===== src/rtl/slow_path_ctrl_pkg.sv =====
// slow_path_ctrl_pkg: shared types and helpers for the slow-path controller.
// Optional feature macro used by this codebase slice: SLOW_PATH_CTRL_RR_ARB_EN
// (round-robin arbitration instead of fixed lowest-index priority).
package slow_path_ctrl_pkg;

    // Controller FSM states
    typedef enum logic [1:0] {
        IDLE = 2'd0,
        WAIT = 2'd1,
        RESP = 2'd2
    } state_t;

    // A wait setting of 0 would give the slow unit no settle time at all,
    // so the smallest effective wait is one full cycle.
    localparam int unsigned MIN_WAIT = 1;

    // Effective wait count: max(x, MIN_WAIT)
    function automatic logic [31:0] eff_wait(input logic [31:0] x);
        return (x < MIN_WAIT) ? MIN_WAIT : x;
    endfunction

endpackage


===== src/rtl/slow_path_arbiter.sv =====
// slow_path_arbiter: combinational request selector for slow_path_ctrl.
// Default build: fixed priority, lowest index wins (pointer input unused).
// With SLOW_PATH_CTRL_RR_ARB_EN defined: round-robin search starting at the
// pointer and wrapping modulo NUM_REQ.
module slow_path_arbiter
    import slow_path_ctrl_pkg::*;
#(
    parameter int NUM_REQ = 2,
    parameter int ID_W    = 1
) (
    input  logic [NUM_REQ-1:0] i_req,
    input  logic [ID_W-1:0]    i_ptr,
    output logic [NUM_REQ-1:0] o_gnt,
    output logic [ID_W-1:0]    o_idx,
    output logic               o_any
);

`ifdef SLOW_PATH_CTRL_RR_ARB_EN
    // Round-robin: first active request at or after the pointer, wrapping
    always_comb begin
        int k;
        k     = 0;
        o_gnt = '0;
        o_idx = '0;
        o_any = 1'b0;
        for (int i = 0; i < NUM_REQ; i++) begin
            k = (int'(i_ptr) + i) % NUM_REQ;
            if (!o_any && i_req[k]) begin
                o_any    = 1'b1;
                o_gnt[k] = 1'b1;
                o_idx    = ID_W'(k);
            end
        end
    end
`else
    // The pointer only matters for round-robin; keep it consumed here.
    logic w_unused_ptr;
    assign w_unused_ptr = ^i_ptr;

    // Fixed priority: the lowest-numbered active request wins
    always_comb begin
        o_gnt = '0;
        o_idx = '0;
        o_any = 1'b0;
        for (int i = 0; i < NUM_REQ; i++) begin
            if (!o_any && i_req[i]) begin
                o_any    = 1'b1;
                o_gnt[i] = 1'b1;
                o_idx    = ID_W'(i);
            end
        end
    end
`endif

endmodule


===== src/rtl/slow_path_ctrl.sv =====
// slow_path_ctrl: shares one slow combinational unit among NUM_REQ requesters.
// A winner's operand is driven to the unit, held for max(wait,1) cycles, the
// unit's output is registered and returned over a valid/ready handshake.
// Optional feature macro: SLOW_PATH_CTRL_RR_ARB_EN (round-robin arbitration
// with a registered pointer; undefined gives fixed priority and no pointer).
module slow_path_ctrl
    import slow_path_ctrl_pkg::*;
#(
    parameter int NUM_REQ = 2,
    parameter int DATA_W  = 8,
    parameter int CNT_W   = 4,
    parameter int ID_W    = (NUM_REQ > 1) ? $clog2(NUM_REQ) : 1
) (
    input  logic                      clk,
    input  logic                      reset,
    input  logic [NUM_REQ-1:0]        req_in,
    input  logic [NUM_REQ*DATA_W-1:0] req_data_in,
    output logic [NUM_REQ-1:0]        gnt_out,
    input  logic [CNT_W-1:0]          wait_cycles_in,
    output logic [DATA_W-1:0]         slow_data_out,
    input  logic [DATA_W-1:0]         slow_data_in,
    output logic                      resp_valid_out,
    input  logic                      resp_ready_in,
    output logic [DATA_W-1:0]         resp_data_out,
    output logic [ID_W-1:0]           resp_id_out,
    output logic                      busy_out
);

    state_t              r_state;
    logic [CNT_W-1:0]    r_cnt;
    logic [NUM_REQ-1:0]  r_gnt;
    logic [DATA_W-1:0]   r_slow_data;
    logic                r_valid;
    logic [DATA_W-1:0]   r_data;
    logic [ID_W-1:0]     r_id;

    logic [NUM_REQ-1:0]  w_gnt;
    logic [ID_W-1:0]     w_idx;
    logic                w_any;
    logic [ID_W-1:0]     w_ptr;
    logic [DATA_W-1:0]   w_sel_data;
    logic                w_grant_now;

    // A grant can only happen from IDLE; requests elsewhere are ignored.
    assign w_grant_now = (r_state == IDLE) && w_any;

    slow_path_arbiter #(
        .NUM_REQ (NUM_REQ),
        .ID_W    (ID_W)
    ) u_arb (
        .i_req (req_in),
        .i_ptr (w_ptr),
        .o_gnt (w_gnt),
        .o_idx (w_idx),
        .o_any (w_any)
    );

`ifdef SLOW_PATH_CTRL_RR_ARB_EN
    logic [ID_W-1:0] r_ptr;

    // Round-robin pointer: move just past the requester that was granted
    always_ff @(posedge clk) begin
        if (reset) begin
            r_ptr <= '0;
        end else if (w_grant_now) begin
            r_ptr <= (w_idx == ID_W'(NUM_REQ - 1)) ? '0 : (w_idx + ID_W'(1));
        end
    end

    assign w_ptr = r_ptr;
`else
    assign w_ptr = '0;
`endif

    // Operand mux: pick the winning requester's slice of the flattened bus
    always_comb begin
        w_sel_data = '0;
        for (int i = 0; i < NUM_REQ; i++) begin
            if (w_gnt[i]) begin
                w_sel_data = req_data_in[i*DATA_W +: DATA_W];
            end
        end
    end

    // Controller FSM with the wait counter and operand/result registers
    always_ff @(posedge clk) begin
        if (reset) begin
            r_state     <= IDLE;
            r_cnt       <= '0;
            r_gnt       <= '0;
            r_slow_data <= '0;
            r_valid     <= 1'b0;
            r_data      <= '0;
            r_id        <= '0;
        end else begin
            // Grant is a single-cycle pulse
            r_gnt <= '0;
            case (r_state)
                IDLE: begin
                    if (w_any) begin
                        r_gnt       <= w_gnt;
                        r_slow_data <= w_sel_data;
                        r_id        <= w_idx;
                        r_cnt       <= CNT_W'(eff_wait(32'(wait_cycles_in)));
                        r_state     <= WAIT;
                    end
                end
                WAIT: begin
                    // Operand has been stable for the full wait when cnt hits 1
                    if (r_cnt == CNT_W'(MIN_WAIT)) begin
                        r_data  <= slow_data_in;
                        r_valid <= 1'b1;
                        r_state <= RESP;
                    end else begin
                        r_cnt <= r_cnt - CNT_W'(1);
                    end
                end
                RESP: begin
                    if (resp_ready_in) begin
                        r_valid <= 1'b0;
                        r_state <= IDLE;
                    end
                end
                default: begin
                    r_state <= IDLE;
                    r_valid <= 1'b0;
                end
            endcase
        end
    end

    assign gnt_out        = r_gnt;
    assign slow_data_out  = r_slow_data;
    assign resp_valid_out = r_valid;
    assign resp_data_out  = r_data;
    assign resp_id_out    = r_id;
    assign busy_out       = (r_state != IDLE);

endmodule

===== config.mk =====
export PLATFORM = sky130hd
export DESIGN_NAME = slow_path_ctrl
export DESIGN_NICKNAME = d
export VERILOG_FILES = /design/src/rtl/slow_path_ctrl_pkg.sv /design/src/rtl/slow_path_arbiter.sv /design/src/rtl/slow_path_ctrl.sv
export SDC_FILE = /design/constraint.sdc
export NUM_CORES = 1
export LEC_CHECK = 0
export ABC_CLOCK_PERIOD_IN_PS = 1710
export CAP_MARGIN = 20
export CORE_MARGIN = 5
export CORE_UTILIZATION = 30
export CTS_CLUSTER_DIAMETER = 60
export CTS_CLUSTER_SIZE = 8
export DETAILED_ROUTE_END_ITERATION = 10
export GPL_ROUTABILITY_DRIVEN = 1
export SETUP_SLACK_MARGIN = 0.3
export SLEW_MARGIN = 15
export SYNTH_ARGS = -nofsm -noshare
export SYNTH_HDL_FRONTEND = slang
export SYNTH_HIERARCHICAL = 1
export SYNTH_SLANG_ARGS = --single-unit

===== constraint.sdc =====
create_clock -name clk -period 1.71 [get_ports clk]
set_input_delay 0.2565 -clock clk [delete_from_list [all_inputs] [get_ports clk]]
set_output_delay 0.2565 -clock clk [all_outputs]
set_load 0.02 [all_outputs]

==> results of run 1 <==
path summary, 6_finish.rpt:
check	startpoint	to	slack (ns)	cells past startpoint
max	r_cnt[1]$_SDFFE_PP0P_	r_cnt[2]$_SDFFE_PP0P_	0.17	6
min	resp_valid_out$_SDFFE_PP0P_	resp_valid_out$_SDFFE_PP0P_	0.46	2
max reg2reg	r_cnt[1]$_SDFFE_PP0P_	r_cnt[2]$_SDFFE_PP0P_	0.17	6
min reg2reg	resp_valid_out$_SDFFE_PP0P_	resp_valid_out$_SDFFE_PP0P_	0.46	2
metal layers:
layer / track usage [%] / vias up / routed length [um]
met3: 3.65 / 0 / 207
met5: 0 / - / 0
li1: - / 573 / -
met2: 19.4 / 34 / 1380
met4: 1.88 / 0 / 0
met1: 14.7 / 505 / 1450
power groups by stage:
stage	Combinational (mW)	Sequential, mW	Clock (mW)
6_report	0.450	0.704	0.388
5_1_grt	0.495	0.715	0.423
4_1_cts	0.447	0.703	0.403
3_5_place_dp	0.462	0.718	0
3_3_place_gp	0.453	0.716	0
2_1_floorplan	0.212	0.757	0
final cells by class:
type	instances	area [um^2]
inverters	4	15.0
fillers	363	1860
clock buffers	4	55.1
multi-input cells	92	588
repair buffers	62	581
flip-flops and latches	26	528
well taps	48	60.1
sequential cells by signal, summed over array words and instances, names as in the netlist:
register        count
gnt_out             2
resp_data_out       8
r_state             2
r_cnt               4
resp_valid_out      1
slow_data_out       8
resp_id_out         1
metrics by stage:
step           area, um^2  power (mW)  TNS [ns]  setup WS [ns]  utilization (%)
6_report             1830        1.54         0          0.174             49.5
5_1_grt              1830        1.63         0          0.116             49.5
4_1_cts              1800        1.55         0          0.183             48.9
3_5_place_dp         1760        1.18    -0.484         -0.173             47.7
3_3_place_gp         1760        1.17    -0.323         -0.136             47.7
2_1_floorplan        1160       0.968         0          0.221                -
repair_timing:
| action | 4_1_cts | 5_1_grt |
|---|---|---|
| endpoints found under the setup margin | 33 | 21 |
| buffers inserted | 1 | 0 |
| cloned | 0 | 2 |
| hold endpoints to repair | 0 | 0 |
| resized for setup | 25 | 10 |
worst reg2reg max path: cells and delay by family (launching register included):
kind / cells / cell delay (ns)
flops: 1 / 0.36
simple gates: 2 / 0.61
compound gates: 2 / 0.31
fa+ha+maj: 1 / 0.15
buf+inv: 1 / 0.05
==> summary.md, run 1 <==
The flow ran to the end, and the final reports show no timing, DRC or antenna violations. Relative area change from synthesis to final layout: 59.9%. The worst endpoint data arrival time was 1.74 ns. For this design the total switching power over the nets is 437 uW. Once detail routing completed, the nets flagged for antenna violations numbered 0.

For the overall track demand over capacity in global routing, the log shows 11.5%. The signal on the critical path passes through inv_2 > ha_4 > nor4bb_1 > or3_2 > a21o_2 > a21oi_1. The sequential cell fraction of total power came out at 45.6%. The logs give 5140 um^2 for the area of the die and 31.0% for the starting utilization of the core area.

In the final routed layout, each cell accounts on average for 12.8 um. Setup repair after global routing could not meet its margin everywhere. At the worst endpoint, the required time is 1.91 ns. In this run the vertical extent of the chip is 71.7 um. Of the total power, the share spent switching nets is 28.3%. The repair_antennas step left the layout with diodes totalling 0.

The summed instance area of the synthesized netlist is 1140 um^2, and the port buffer count is 53. The logs give 0 for the total count of hold-check failures in the final report and 3030 um for the wire length after detailed routing. Maximum number of buffers from clock root to sink: 2. For this run, design rule violations remaining after detail routing come to 0.

STA classifies the critical path startpoint as a flop. For the pin with the worst max-slew slack, the measured transition is 0.394 ns. When the netlist entered floorplanning its net count stood at 165. On the final layout, the worst hold slack is 0.458 ns. The period utilization is 89.8%, and the share of cells above drive strength 1 is 14.9%. The worst pin sits at a relative slew slack of 73.4%. For this design, the sink count on the clock tree is 26. The tools report the layout net count as 224. Setup violations remaining at the end of the flow were counted as 0. The clock latency reported for the late side of the worst-skew pair is 0.26 ns.

STA classifies the critical path endpoint as a flop. After clock tree synthesis, the flow added hold-fix buffers numbering 0. The critical path's largest stage delay is 0.47 ns. The share of total power dissipated in combinational logic is 29.2%. During synthesis, Yosys emitted a total of 6 warnings. For the count of pins over their slew limit, the log shows 0. The number of DRC markers in iteration 0 is 71.

Per report_power, the clock group accounts for 25.2% of the total. From left edge to right edge, the die measures 71.7 um. Global-route wire length before repair: 4910 um. TritonCTS built the clock tree.

For this design the top-level I/O count stands at 54. The analysis attributes to cell leakage a power of 0.860 nW. The first detailed-routing pass ran for 4 iterations. The worst setup skew after layout is 0.00132 ns, and the number of antenna violations at the first check in global routing is 0. IR analysis of the VDD net gives a maximum drop of 0.000402 V.

The CTS clock-pin slew for the worst setup and hold paths works out to 0.09 ns. Counting the buffers created by CTS gives 3. The mean post-synth cell area is 8.79 um^2. The maximum operating frequency is 0.651 GHz, and the count of buffering cells on the critical path with inverters included is 1. The total number of H-tree levels is 1, and the post-DP HPWL is 2330 um. The power density relative to cell area was 844 nW/um^2; the global placement routability congestion was 0.732.

Max-cap violations in this run came to 0. The site row count was 22. The tightest min-delay check is of the reg -> reg type. The leftover overflow at the end of global routing is 0, and the number of global-route vias before repair is 1,123. Leaving out fill and tap cells, the most frequent cell in the layout is sky130_fd_sc_hd__clkdlybuf4s50_1. The smallest clock period supported by the final layout is computed as 1.54 ns. On the critical path, the stage with the largest delay is an instance of sky130_fd_sc_hd__or3_2.

In the synthesized netlist, the number of instances is 130. Final instance count without filler cells: 236. In this design, the largest share of critical-path delay is due to simple AND/OR/NAND/NOR gates. The internal power came out at 1.11 mW. In the layout the commonest cells are 32 x sky130_fd_sc_hd__clkdlybuf4s50_1, 26 x sky130_fd_sc_hd__nor2_1, 22 x sky130_fd_sc_hd__dfxtp_1. The type of the worst setup path is reg -> reg. The area of the core came out at 3690 um^2.

The peak fanout along the critical path came out at 4. Including well taps, the total number of placed cells is 229. The via density per instance came out at 4.71. The tree is rooted in a sky130_fd_sc_hd__clkbuf_8.

The tools report the number of vias after detailed routing as 1,112. The tools report the largest net degree at the start of global routing as 20.
Power figures use the tool's default switching activity.
==> run 2, diff against run 1 <==
- RECOVER_POWER: unset -> 50
==> run 2 against run 1 <==
Compared with the run above: fmax fell by 2.6%; wire length grew 0.17%; cell count unchanged; global-route usage stayed put; register-to-register slack about the same; clock power is essentially flat; critical endpoint unchanged; via count about the same; die area did not move; sequential power about the same; worst setup slack worse by 0.041 ns; flip-flop and latch count unchanged; highest routed layer unchanged; combinational power down 3%.
==> summary.md, run 2 (synthesis gave the netlist of run 1 again) <==
The flow ran to the end, and the final reports show no timing, DRC or antenna violations. The overall power is 1.53 mW. The count of pins over their slew limit was 0. For the pin with the worst max-slew slack, the measured transition is 0.391 ns.

Final hold analysis gives a worst-case slack of 0.457 ns. The die is 71.7 um tall. The worst hold-check path type was reg -> reg. The worst path uses 92.2% of the clock period.

The worst register-to-register path has a setup slack of 0.18 ns. The tools report the final cell area excluding filler cells as 1810 um^2. The top cell types in the final layout, fill and taps aside, are 32 x sky130_fd_sc_hd__clkdlybuf4s50_1, 26 x sky130_fd_sc_hd__nor2_1, 22 x sky130_fd_sc_hd__dfxtp_1.

Following the worst setup path forward leads to its endpoint at r_cnt[2]$_SDFFE_PP0P_. Prior to clock tree synthesis, the placed netlist has a worst setup slack of -0.173 ns. Type of the worst setup path: in -> reg. Number of antenna violations at the first check in global routing: 0. The number of diodes came out at 0. For the total instance count after detailed placement, the log shows 229.

The logs give 1 for the total number of H-tree levels and 0 for the number of nets with antenna violations after routing. The number of DRC markers in iteration 0 is 71. Cells with a size suffix above 1 make up 14.4% of the layout. The first TritonRoute pass finished after 4 iterations. Aggregate negative setup slack: 0 ns.

The CTS clock-pin slew for the worst setup and hold paths was 0.09 ns. Post-DP HPWL: 2330 um. The port buffer count is 53, and the layout filler cell count is 364.

STA puts the critical path data arrival time at 1.78 ns. Cell at the root of the clock tree: sky130_fd_sc_hd__clkbuf_8. In this run the static leakage power is 0.853 nW.

The overall track demand over capacity in global routing is 11.5%. The total overflow left after global routing is 0. The relative area change from synthesis to final layout came out at 58.4%. For the final count of negative-setup-slack endpoints, the log shows 0.

In the final routed layout, each cell accounts on average for 12.9 um. The clock reaches the later pin of the worst-skew pair after 0.26 ns. In this run the deepest clock path goes through 2 buffers. The via density per instance was 4.72; the critical path data required time was 1.91 ns. For the post-place instance area, the log shows 1760 um^2. The library cell used most frequently in the layout, excluding fill and tap cells, is sky130_fd_sc_hd__clkdlybuf4s50_1. The maximum operating frequency was 0.634 GHz; the worst slew margin relative to its limit was 73.6%. The run gives 1,113 as the number of vias after detailed routing. The area of the core is 3690 um^2, and the worst-case vdd ir drop is 0.000400 V. Once the floorplan was initialized, standard cells occupied 31.0% of the core. 54 I/O pins were placed. The post-layout minimum cycle time is 1.58 ns. The net count of the finished layout is 224.

The tools report the number of global-route vias before repair as 1,123. The first global-routing pass estimated 4910 um of wire. Endpoint type of the worst setup path: a flop. After the flow finishes, the layout carries non-filler instances totaling 236. In this run the critical register-to-register path is captured at r_cnt[2]$_SDFFE_PP0P_. The launching point of the worst reg2reg path is r_cnt[1]$_SDFFE_PP0P_. Buffers inserted during clock tree synthesis total 3. Along the worst path, the maximum fanout reaches 4. For the global placement routability congestion, the log shows 0.732. The share of the core filled with cells in the final layout was 49.1%. The worst-case reg-to-reg path depth works out to 6.

The least setup slack across all paths after layout came out at 0.133 ns. The startpoint type of the worst setup path was an input port. Setup repair after global routing could not meet its margin everywhere.

Clock tree synthesis found a total of 26 sinks. The horizontal die dimension was 71.7 um; the count of maximum capacitance violations was 0. The worst setup path startpoint was req_in[1].

The power density relative to cell area was 845 nW/um^2. The tools report the worst setup skew after layout as 0.00116 ns. Entering global routing, the biggest net connects 20 pins. After detailed routing, the total wire length is 3040 um. The site row count was 22. TritonCTS built the clock tree. The die covers 5140 um^2. In the routed design, unresolved DRC markers number 0. The run gives 0 as the total count of hold-check failures in the final report.
==> run 2: cell types whose count changed in the layout (fill, tap and decap cells not counted), sizes merged <==
cell    delta
buf        -1
clkbuf     +1
==> run 2: final cells by class <==
type                            count  area, um^2  share of cell area, %
Inverter                            4        15.0                  0.830
Clock buffer                        4        55.1                   3.04
Multi-Input combinational cell     92         586                   32.4
Sequential cell                    26         528                   29.2
Timing Repair Buffer               62         566                   31.3
Tap cell                           48        60.1                   3.32
==> run 2: critical path: stages <==
cell and delay, ns:
sky130_fd_sc_hd__clkdlybuf4s50_1 0.46, sky130_fd_sc_hd__or2_0 0.16, sky130_fd_sc_hd__nor2_1 0.08, sky130_fd_sc_hd__or3_2 0.50
sky130_fd_sc_hd__a21o_2 0.21, sky130_fd_sc_hd__a21oi_1 0.10
==> run 2: where the power goes <==
group          total, mW  switching (mW)  internal (mW)  leakage [nW]
Clock              0.388           0.183          0.205        0.0288
Sequential         0.704          0.0400          0.664         0.215
Combinational      0.437           0.212          0.225         0.610
==> run 2: worst min path at each step <==
stage,startpoint,to,slack (ns),cells after the start
final,resp_valid_out$_SDFFE_PP0P_,resp_valid_out$_SDFFE_PP0P_,0.46,2
after global routing,resp_valid_out$_SDFFE_PP0P_,resp_valid_out$_SDFFE_PP0P_,0.48,2
after CTS,resp_valid_out$_SDFFE_PP0P_,resp_valid_out$_SDFFE_PP0P_,0.47,2
after detailed placement,resp_valid_out$_SDFFE_PP0P_,resp_valid_out$_SDFFE_PP0P_,0.46,2
after global placement,resp_valid_out$_SDFFE_PP0P_,resp_valid_out$_SDFFE_PP0P_,0.45,2
after floorplan,slow_data_in[0],resp_data_out[0]$_SDFFE_PP0P_,0.40,2
==> run 2: layer usage <==
layer	up-vias	global-route usage (%)	wire [um]
met5	-	0	0
met3	0	3.65	198
li1	572	-	-
met2	36	19.4	1380
met4	0	1.88	0
met1	505	14.7	1460
==> run 2: what timing repair did <==
| action | 4_1_cts | 5_1_grt |
|---|---|---|
| gates cloned | 0 | 2 |
| setup endpoints to repair | 33 | 21 |
| setup buffers | 1 | 0 |
| pin swaps | 0 | 0 |
| endpoints found under the hold margin | 0 | 0 |
| resized for setup | 25 | 10 |
| hold buffers | 0 | 0 |
==> run 3, diff against run 2 <==
- CELL_PAD_IN_SITES_DETAIL_PLACEMENT: unset -> 1
- CELL_PAD_IN_SITES_GLOBAL_PLACEMENT: unset -> 1
- CORE_MARGIN: 5 -> 2
- CORE_UTILIZATION: 30 -> 26
- PLACE_DENSITY_LB_ADDON: unset -> 0.1
- REMOVE_ABC_BUFFERS: unset -> 1
==> run 3 against run 2 <==
Compared with the run above: register-to-register slack is essentially flat; sequential power is essentially flat; non-clock buffer count grew 1; critical path type is now reg -> reg; worst setup slack gained 0.040 ns; fmax grew 2.6%; die area shrank 3.9%; combinational power grew 9.8%.
==> summary.md, run 3 (synthesis gave the netlist of run 1 again) <==
The tools report the cell at the root of the clock tree as sky130_fd_sc_hd__clkbuf_8. In this run the power density over the cells is 871 nW/um^2. The run gives 523 um^2 as the storage element area. Leaving out fill and tap cells, the most frequent cell in the layout is sky130_fd_sc_hd__clkdlybuf4s50_1. Setup violations remaining at the end of the flow were counted as 0. The logs give 0 for the number of diodes and 4290 um^2 for the area of the core.

The die is 70.3 um wide. The critical path goes through inv_2 > ha_4 > nor4bb_1 > or3_4 > a311o_1 > a21oi_2. In this run the worst setup path begins at r_cnt[1]$_SDFFE_PP0P_. In this run the most critical hold path is launched from resp_valid_out$_SDFFE_PP0P_. For the pin with the worst max-slew slack, the measured transition is 0.417 ns. The chip height is 70.3 um, and the total instance count after detailed placement is 234.

Number of antenna violations at the first check in global routing: 0. The maximum operating frequency was 0.651 GHz. The tools report the total DRC errors in the routed layout as 0. The largest net degree at the start of global routing was 27; the port buffer count was 53.

The peak fanout along the critical path was 4. The type of the worst setup path is reg -> reg. The initial utilization of the core area, before any placement, comes to 26.6%. The clock passes through at most 2 buffers.

On the final layout, the worst clock skew is 0.00529 ns. Dividing the final minimum period by the clock period gives 89.9%. After detailed routing, the average wire length per cell comes to 13.8 um. TritonCTS built the clock tree. The count of buffering cells on the critical path with inverters included is 1.

For the clock buffer count from CTS, the log shows 3. The count of pins over their slew limit is 0. The relative area change from synthesis to final layout works out to 60.9%.

The flow ran to the end, and the final reports show no timing, DRC or antenna violations. The global placement routability congestion was 0.817. Setup repair after global routing could not meet its margin everywhere.

For the total I/O pin count, the log shows 54. The post-layout minimum cycle time is 1.54 ns, and the global-route wire length before repair is 5700 um. Detailed placement finished with a half-perimeter wire length of 2420 um. Cells fill 42.8% of the core in the end.

For the total count of hold-check failures in the final report, the log shows 0. The final instance count without filler cells is 240, and the critical path's largest stage delay is 0.36 ns. The total number of H-tree levels came out at 1. For the leakage power total, the log shows 0.856 nW. The worst pin sits at a relative slew slack of 72.2%. Across every metal layer, demand over resource in global routing totals 14.0%. The tools report the number of global-route vias before repair as 1,268.

Using the TritonRoute via totals, the vias-per-cell ratio works out to 4.70. Cell with the largest stage delay on the worst path: sky130_fd_sc_hd__or3_4. The routed layout has 1,127 vias. The share of cells above drive strength 1 was 15.4%; the area of the multi-input gates was 598 um^2. The category of cells accounting for the largest share of critical-path delay was simple AND/OR/NAND/NOR gates. Across the run, the number of max-cap violations was 0. Counting every sink on the clock net gives 26. The layout filler cell count was 495. Row generation in the floorplan step produced 24 rows.

For the number of nets with antenna violations after routing, the log shows 0. After global routing the overflow that remains totals 0. Wires add up to 3310 um. After clock tree synthesis, the clock-pin slew on the worst setup and hold paths is 0.09 ns. For this run, the post-layout net count is 224.

For the critical path data required time, the log shows 1.92 ns. For the worst-case vdd ir drop, the log shows 0.000318 V. The worst setup path is launched from a flop. The worst endpoint data arrival time is 1.75 ns.

Before antenna repair, the detailed router went through 2 iterations. The floorplan step defined a die boundary enclosing 4940 um^2. Clock latency on the worst-skew pair, taken at its later pin, is 0.27 ns.

The startpoint identified for the worst register-to-register timing path is r_cnt[1]$_SDFFE_PP0P_. The endpoint type of the worst setup path was a flop. The detailed router finished its first iteration with 25 violations. The top cell types in the final layout, fill and taps aside, are 31 x sky130_fd_sc_hd__clkdlybuf4s50_1, 26 x sky130_fd_sc_hd__nor2_1, 24 x sky130_fd_sc_hd__dfxtp_1. Worst hold-check path type: reg -> reg.
[run 3: cell count changes in the layout (fill, tap and decap cells not counted), sizes merged]
cell,before,now
clkdlybuf4s50,32,31
or3,3,2
dlygate4sd2,20,21
clkdlybuf4s15,0,1
[run 3: stage by stage]
step	total power [mW]	hold WS [ns]	setup TNS, ns	setup slack [ns]	area [um^2]
after floorplan	0.938	0.326	0	0.0677	1090
after global placement	1.17	0.446	-0.245	-0.0874	1760
after detailed placement	1.19	0.461	-0.430	-0.137	1760
after CTS	1.62	0.475	0	0.198	1850
after global routing	1.69	0.506	0	0.0595	1840
final	1.60	0.464	0	0.173	1840
[run 3: timing repair]
item                                    4_1_cts  5_1_grt
resized for setup                            39        3
setup buffers                                 2        0
pin swaps                                     7        2
endpoints found under the setup margin       33       17
hold buffers                                  0        0
[run 3: area by class of cell]
cell class | count | share of cell area (%)
Multi-Input combinational cell | 91 | 32.5
Clock buffer | 4 | 3.00
Inverter | 4 | 0.817
Sequential cell | 26 | 28.5
Timing Repair Buffer | 63 | 31.7
Tap cell | 52 | 3.54
[run 3: worst paths after layout]
check	cells after the start	slack, ns	endpoint
worst max-delay path	6	0.17	r_cnt[0]$_SDFFE_PP0P_
worst min-delay path	2	0.46	resp_valid_out$_SDFFE_PP0P_
worst max register to register	6	0.17	r_cnt[0]$_SDFFE_PP0P_
worst min register to register	2	0.46	resp_valid_out$_SDFFE_PP0P_
[run 3: worst register-to-register path: stages, from the launching register on]
cell,delay (ns)
sky130_fd_sc_hd__dfxtp_2,0.35
sky130_fd_sc_hd__inv_2,0.05
sky130_fd_sc_hd__ha_4,0.15
sky130_fd_sc_hd__nor4bb_1,0.12
sky130_fd_sc_hd__or3_4,0.36
sky130_fd_sc_hd__a311o_1,0.34
sky130_fd_sc_hd__a21oi_2,0.12
[run 3: report_power, final]
| part | total [mW] | internal (mW) | switching [mW] |
|---|---|---|---|
| clock | 0.419 | 0.206 | 0.212 |
| sequential | 0.703 | 0.664 | 0.0395 |
| combinational | 0.480 | 0.245 | 0.235 |
| total | 1.60 | 1.11 | 0.487 |
[run 3: routing by layer]
layer	global-route usage [%]	routed length (um)	vias up	part of all wire, %
met3	4.47	212	2	6.4
met2	24.9	1710	26	52
li1	-	-	561	-
met1	15.8	1360	538	41
met5	0	0	-	0
met4	4.06	19	0	0.57
